--- src/rtl/mem_debug_dumper.sv ---
// Walks the data memory through its debug port and streams every word, LSB first, to the UART TX.
// Optional trailing XOR checksum byte when DUMP_CHECKSUM_EN is defined.
module mem_debug_dumper #(
    parameter int NB_DEPTH = 8,
    parameter int NB_DATA  = 32,
    parameter int NB_BYTE  = 8
) (
    input  logic                  i_clk,
    input  logic                  i_rst,
    input  logic                  i_start,
    output logic [NB_DEPTH-3:0]   o_addr_debug,
    output logic                  o_debug_enb,
    input  logic [NB_DATA-1:0]    i_data_debug,
    output logic [NB_BYTE-1:0]    o_tx_data,
    output logic                  o_tx_start,
    input  logic                  i_tx_done,
    output logic                  o_busy,
    output logic                  o_done
);

    localparam int NB_WADDR = NB_DEPTH - 2;
    localparam logic [NB_WADDR-1:0] LAST_WORD = '1;

    localparam logic [2:0] IDLE    = 3'd0;
    localparam logic [2:0] REQ     = 3'd1;
    localparam logic [2:0] CAPT    = 3'd2;
    localparam logic [2:0] SEND    = 3'd3;
    localparam logic [2:0] WAIT_TX = 3'd4;
    localparam logic [2:0] DONE    = 3'd5;
`ifdef DUMP_CHECKSUM_EN
    localparam logic [2:0] CKSUM      = 3'd6;
    localparam logic [2:0] CKSUM_WAIT = 3'd7;
`endif

    logic [2:0]          state;
    logic [2:0]          next_state;
    logic [NB_WADDR-1:0] word_cnt;
    logic [1:0]          byte_idx;
    logic [NB_DATA-1:0]  word_reg;
    logic [NB_BYTE-1:0]  cur_byte;

    assign cur_byte = word_reg[byte_idx*NB_BYTE +: NB_BYTE];

    always_comb begin
        next_state = state;
        case (state)
            IDLE:    if (i_start) next_state = REQ;
            REQ:     next_state = CAPT;
            CAPT:    next_state = SEND;
            SEND:    next_state = WAIT_TX;
            WAIT_TX: begin
                if (i_tx_done) begin
                    if (byte_idx != 2'd3) begin
                        next_state = SEND;
                    end else if (word_cnt != LAST_WORD) begin
                        next_state = REQ;
                    end else begin
`ifdef DUMP_CHECKSUM_EN
                        next_state = CKSUM;
`else
                        next_state = DONE;
`endif
                    end
                end
            end
`ifdef DUMP_CHECKSUM_EN
            CKSUM:      next_state = CKSUM_WAIT;
            CKSUM_WAIT: if (i_tx_done) next_state = DONE;
`endif
            DONE:    next_state = IDLE;
            default: next_state = IDLE;
        endcase
    end

    // The counter stops at the last word; the DONE path never increments it.
    always_ff @(posedge i_clk) begin
        if (i_rst) begin
            state    <= IDLE;
            word_cnt <= '0;
            byte_idx <= '0;
            word_reg <= '0;
        end else begin
            state <= next_state;
            case (state)
                IDLE: if (i_start) word_cnt <= '0;
                CAPT: begin
                    word_reg <= i_data_debug;
                    byte_idx <= '0;
                end
                WAIT_TX: begin
                    if (i_tx_done) begin
                        if (byte_idx != 2'd3) begin
                            byte_idx <= byte_idx + 2'd1;
                        end else if (word_cnt != LAST_WORD) begin
                            word_cnt <= word_cnt + 1'b1;
                        end
                    end
                end
                default: ;
            endcase
        end
    end

`ifdef DUMP_CHECKSUM_EN
    logic [NB_BYTE-1:0] checksum;

    // Every data byte is folded in on the cycle it is strobed out.
    always_ff @(posedge i_clk) begin
        if (i_rst) begin
            checksum <= '0;
        end else if (state == IDLE && i_start) begin
            checksum <= '0;
        end else if (state == SEND) begin
            checksum <= checksum ^ cur_byte;
        end
    end

    assign o_tx_data  = (state == CKSUM || state == CKSUM_WAIT) ? checksum : cur_byte;
    assign o_tx_start = (state == SEND) || (state == CKSUM);
`else
    assign o_tx_data  = cur_byte;
    assign o_tx_start = (state == SEND);
`endif

    assign o_addr_debug = word_cnt;
    assign o_debug_enb  = !(state == REQ || state == CAPT);
    assign o_busy       = (state != IDLE);
    assign o_done       = (state == DONE);

endmodule

--- config.mk ---
export PLATFORM = sky130hd
export DESIGN_NAME = mem_debug_dumper
export DESIGN_NICKNAME = d
export VERILOG_FILES = /design/src/rtl/mem_debug_dumper.sv
export SDC_FILE = /design/constraint.sdc
export NUM_CORES = 1
export LEC_CHECK = 0
export CAP_MARGIN = 20
export CORE_ASPECT_RATIO = 1.75
export CORE_MARGIN = 4
export CORE_UTILIZATION = 41
export CTS_CLUSTER_SIZE = 20
export DETAILED_ROUTE_END_ITERATION = 10
export GPL_ROUTABILITY_DRIVEN = 0
export PLACE_DENSITY = 0.7
export SETUP_SLACK_MARGIN = 0.1
export SLEW_MARGIN = 20
export SYNTH_ARGS = -nofsm -noshare
export SYNTH_HDL_FRONTEND = slang
export SYNTH_SLANG_ARGS = --single-unit
--- constraint.sdc ---
create_clock -name i_clk -period 1.7 [get_ports i_clk]
set_input_delay 0.51 -clock i_clk [delete_from_list [all_inputs] [get_ports i_clk]]
set_output_delay 0.51 -clock i_clk [all_outputs]
set_load 0.005 [all_outputs]
==> results of run 1 <==
## cell families after synthesis
kind of cell               Yosys count  synth area share
AOI/OAI and AO/OA                   55            0.1687
xor gates and xnor gates             1          0.004474
adders and majority gates            2           0.01278
buffers and inverters               20           0.04919
DFF                                 43            0.4396
muxes                                8           0.09201
and+or+nand+nor                     97            0.2332
## stage by stage
step	util	hold slack, ns	setup slack, ns
final	0.6471	0.4571	-0.2323
after global routing	0.6471	0.4703	-0.2952
after CTS	0.6369	0.4586	-0.2523
after detailed placement	0.5704	0.4472	-0.2786
after global placement	0.5704	0.4384	-0.2707
after floorplan	-	0.4331	0.1034
## power groups by stage
| stage | sequential, mW | clock (mW) | combinational [mW] |
|---|---|---|---|
| global placement | 1.10 | 0 | 0.346 |
| global route | 1.08 | 0.776 | 0.510 |
| floorplan | 1.09 | 0 | 0.175 |
| CTS | 1.07 | 0.742 | 0.452 |
| finish | 1.07 | 0.715 | 0.466 |
| detailed placement | 1.10 | 0 | 0.348 |
## what timing repair did
action,in CTS,in global routing
cloned,0,0
endpoints found under the setup margin,25,35
setup buffers,18,3
gates resized for setup,99,8
pin swaps,7,7
endpoints found under the hold margin,0,0
## worst max-delay path, stage by stage, from the launching register on
cell	delay, ns
sky130_fd_sc_hd__dfxtp_2	0.35
sky130_fd_sc_hd__buf_6	0.14
sky130_fd_sc_hd__mux4_2	0.50
sky130_fd_sc_hd__buf_2	0.14
## cell usage in the layout, fill, tap and decap left out, drive strengths merged
cell / synthesis / layout
a21bo: 1 / 1
nor2: 3 / 3
nor2b: 1 / 1
nor3: 2 / 2
a32o: 1 / 1
nand3: 5 / 5
nor3b: 2 / 2
and4: 1 / 1
dfxtp: 43 / 43
nand2: 73 / 73
clkbuf: 8 / 7
o22ai: 1 / 1
clkdlybuf4s50: 0 / 34
clkinvlp: 0 / 1
a2111oi: 1 / 1
a31oi: 4 / 4
dlygate4sd2: 0 / 7
buf: 8 / 53
and3b: 2 / 2
or3b: 2 / 2
nand2b: 2 / 2
or3: 2 / 2
nand4bb: 1 / 1
a41o: 1 / 1
a41oi: 2 / 2
ha: 2 / 2
mux4: 8 / 8
a211o: 1 / 1
inv: 4 / 4
a21oi: 39 / 39
xor2: 1 / 1
or2: 1 / 1
o21ai: 4 / 4
## routing by layer
metal	GRT usage	wire length, µm	part of all wire	vias up
li1	-	-	-	948
met1	0.2053	2015	0.40	859
met2	0.2967	2554	0.51	61
met3	0.03506	259	0.052	14
met4	0.08362	149	0.030	0
met5	0	0	0	-
## layout make-up
type,instances,share of cell area
Multi-Input combinational cell,163,0.3614
Clock buffer,7,0.03191
Clock inverter,1,0.002487
Inverter,4,0.004973
Tap cell,52,0.02155
Timing Repair Buffer,94,0.2830
Sequential cell,43,0.2947
## cell usage after synthesis (3+ instances only)
cell and number:
sky130_fd_sc_hd__nand2_1 73, sky130_fd_sc_hd__dfxtp_1 43, sky130_fd_sc_hd__a21oi_1 39, sky130_fd_sc_hd__clkbuf_1 8
sky130_fd_sc_hd__mux4_2 8, sky130_fd_sc_hd__buf_2 5, sky130_fd_sc_hd__nand3_1 5, sky130_fd_sc_hd__a31oi_1 4
sky130_fd_sc_hd__inv_1 4, sky130_fd_sc_hd__nor2_1 3
## final timing paths
| kind | from | end | slack [ns] |
|---|---|---|---|
| hold / removal | word_reg[21]$_SDFFE_PP0N_ | word_reg[21]$_SDFFE_PP0N_ | 0.46 |
| setup reg to reg | byte_idx[0]$_SDFFE_PP0P_ | o_addr_debug[3]$_SDFFE_PP0P_ | 0.05 |
| hold reg to reg | word_reg[21]$_SDFFE_PP0N_ | word_reg[21]$_SDFFE_PP0N_ | 0.46 |
| setup / recovery | byte_idx[0]$_SDFFE_PP0P_ | o_tx_data[7] | -0.23 |
==> results by group, run 1 <==
Outcome
  • Status: finished with violations
  • Failing checks: setup timing

Finish
  • Fraction of final layout cells sized beyond drive strength 1: 0.3205
  • Non-filler instance count after layout: 364
  • Number of antenna cells inserted: 0
  • Number of nets at the end of the flow: 349
  • Storage element area: 889.6 µm²
  • Post-Layout Inst Area: 3019 µm²
  • Footprint of the multi-input gates: 1091 µm²
  • Layout filler cell count: 381
  • Number of flip-flops under the largest register name: 32
  • Syn-to-layout area delta: 54.19%

Synth
  • Most used flip-flop cell after synthesis: sky130_fd_sc_hd__dfxtp_1
  • Area fraction of the dominant cell type after synthesis: 0.4396
  • Sequential area share after synthesis: 0.4396
  • Average instance area after synthesis: 8.664 µm²
  • Net count after synthesis: 264
  • Fraction of registers with async set or reset after synthesis: 0
  • Cell type with the largest total area after synthesis: sky130_fd_sc_hd__dfxtp_1
  • Top cells by area in the synthesized netlist: sky130_fd_sc_hd__dfxtp_1 (44%), sky130_fd_sc_hd__nand2_1 (14%), sky130_fd_sc_hd__a21oi_1 (10%), sky130_fd_sc_hd__mux4_2 (9.2%), sky130_fd_sc_hd__clkbuf_1 (1.5%)
  • Number of storage elements in the synthesis netlist: 43
  • Post-synthesis cell count: 226
  • Ys Warns: 0
  • Number of enable-type register cells in the synthesized netlist: 0
  • Area of the mapped netlist: 1958 µm²
  • Count of distinct cell types in the synthesized netlist: 34

Drt
  • Antenna-violating nets left: 0
  • Drc violations: 0
  • Total via count in the routed design: 1882
  • Post-detailed-route via-to-cell ratio: 5.170
  • Drt pass-1 iters: 4
  • Total length of routed wires: 4979 µm
  • Violation count after the first detailed-route iteration: 74
  • Wire length per cell after detailed routing: 13.68 µm

Timing
  • Total count of max-transition violations in the final report: 0
  • Worst clock skew: 0.004133 ns
  • Post-layout worst setup margin: -0.2323 ns
  • Worst slew pin tran: 0.2744 ns
  • Final hold viol count: 0
  • Minimum clock period: 1.932 ns
  • Total negative slack for setup checks: -1.745 ns
  • Headroom to the max-slew limit: 0.8165
  • Setup violators final: 8
  • Period utilization: 1.137
  • Setup repair after global routing missed its margin: true
  • Highest achievable clock rate: 517.5 MHz

Clock network
  • Count of hold-fix buffers inserted at cts: 0
  • Clock root buffer: sky130_fd_sc_hd__clkbuf_8
  • Clock tree from TritonCTS: yes
  • Number of buffers created by CTS: 5
  • Worst skew pair latency: 0.29 ns
  • H-Tree Level Count: 2
  • Deepest clock path buffer count: 2
  • CTS sink count: 43
  • Worst-path clk slew: 0.08 ns

Global routing
  • Antenna violations before repair: 0
  • Vias in the first global route: 1814
  • Total overflow reported by the global router: 0
  • Gr usage total: 0.1758
  • Global-route wire length before repair: 8066 µm
  • Maximum number of pins on one net before global-route repair: 33

Worst setup path
  • Req. time, crit path: 1.19 ns
  • Worst setup path class: reg2out
  • Max FO, Critical Path: 5
  • Critical Path End Type: primary output
  • Crit path DAT: 1.42 ns
  • Length in cells of the worst reg-to-reg path: 8
  • Kind of launch point of the worst setup path: flip-flop

Power
  • Worst voltage drop across the vdd grid: 0.6557 mV
  • Power consumption: 2.253 mW
  • Logic gate share of total power: 0.207
  • Net load switching power: 0.5618 mW
  • Part of the total power dissipated in sequential elements: 0.475
  • Power density cells: 746.2 nW/µm²
  • Share of total power in the clock network: 0.318
  • Net Sw Frac: 0.2494
  • Static Leakage: 1.168 nW
  • Internal power summed over all cells: 1.691 mW

Floorplan
  • Rows: 33
  • Area of the placeable core: 4666 µm²
  • Floorplan die area: 5989 µm²
  • Height of the die: 99.42 µm
  • I/O pin count: 54
  • Die Span X: 60.24 µm
  • Initial cell density of the core: 0.4197

Placement
  • Placed instance area: 2661 µm²
  • DP Cell Count: 336
  • Post-DP HPWL: 3356 µm
  • Quantity of I/O buffers inserted on ports: 53

Job
  • Max capacitance violation total: 0

Min path
  • Worst Hold Depth: 2
  • Min-delay worst type: reg2reg
Note: power is estimated with default switching activity, not from simulation.
==> run 2, diff against run 1 <==
--- a/config.mk
+++ b/config.mk
@@ -14,7 +14,6 @@
 export GPL_ROUTABILITY_DRIVEN = 0
 export PLACE_DENSITY = 0.7
 export SETUP_SLACK_MARGIN = 0.1
-export SLEW_MARGIN = 20
 export SYNTH_ARGS = -nofsm -noshare
 export SYNTH_HDL_FRONTEND = slang
 export SYNTH_SLANG_ARGS = --single-unit
==> results of run 2 <==
The final DEF is identical to that of run 1; final timing and power are the same.
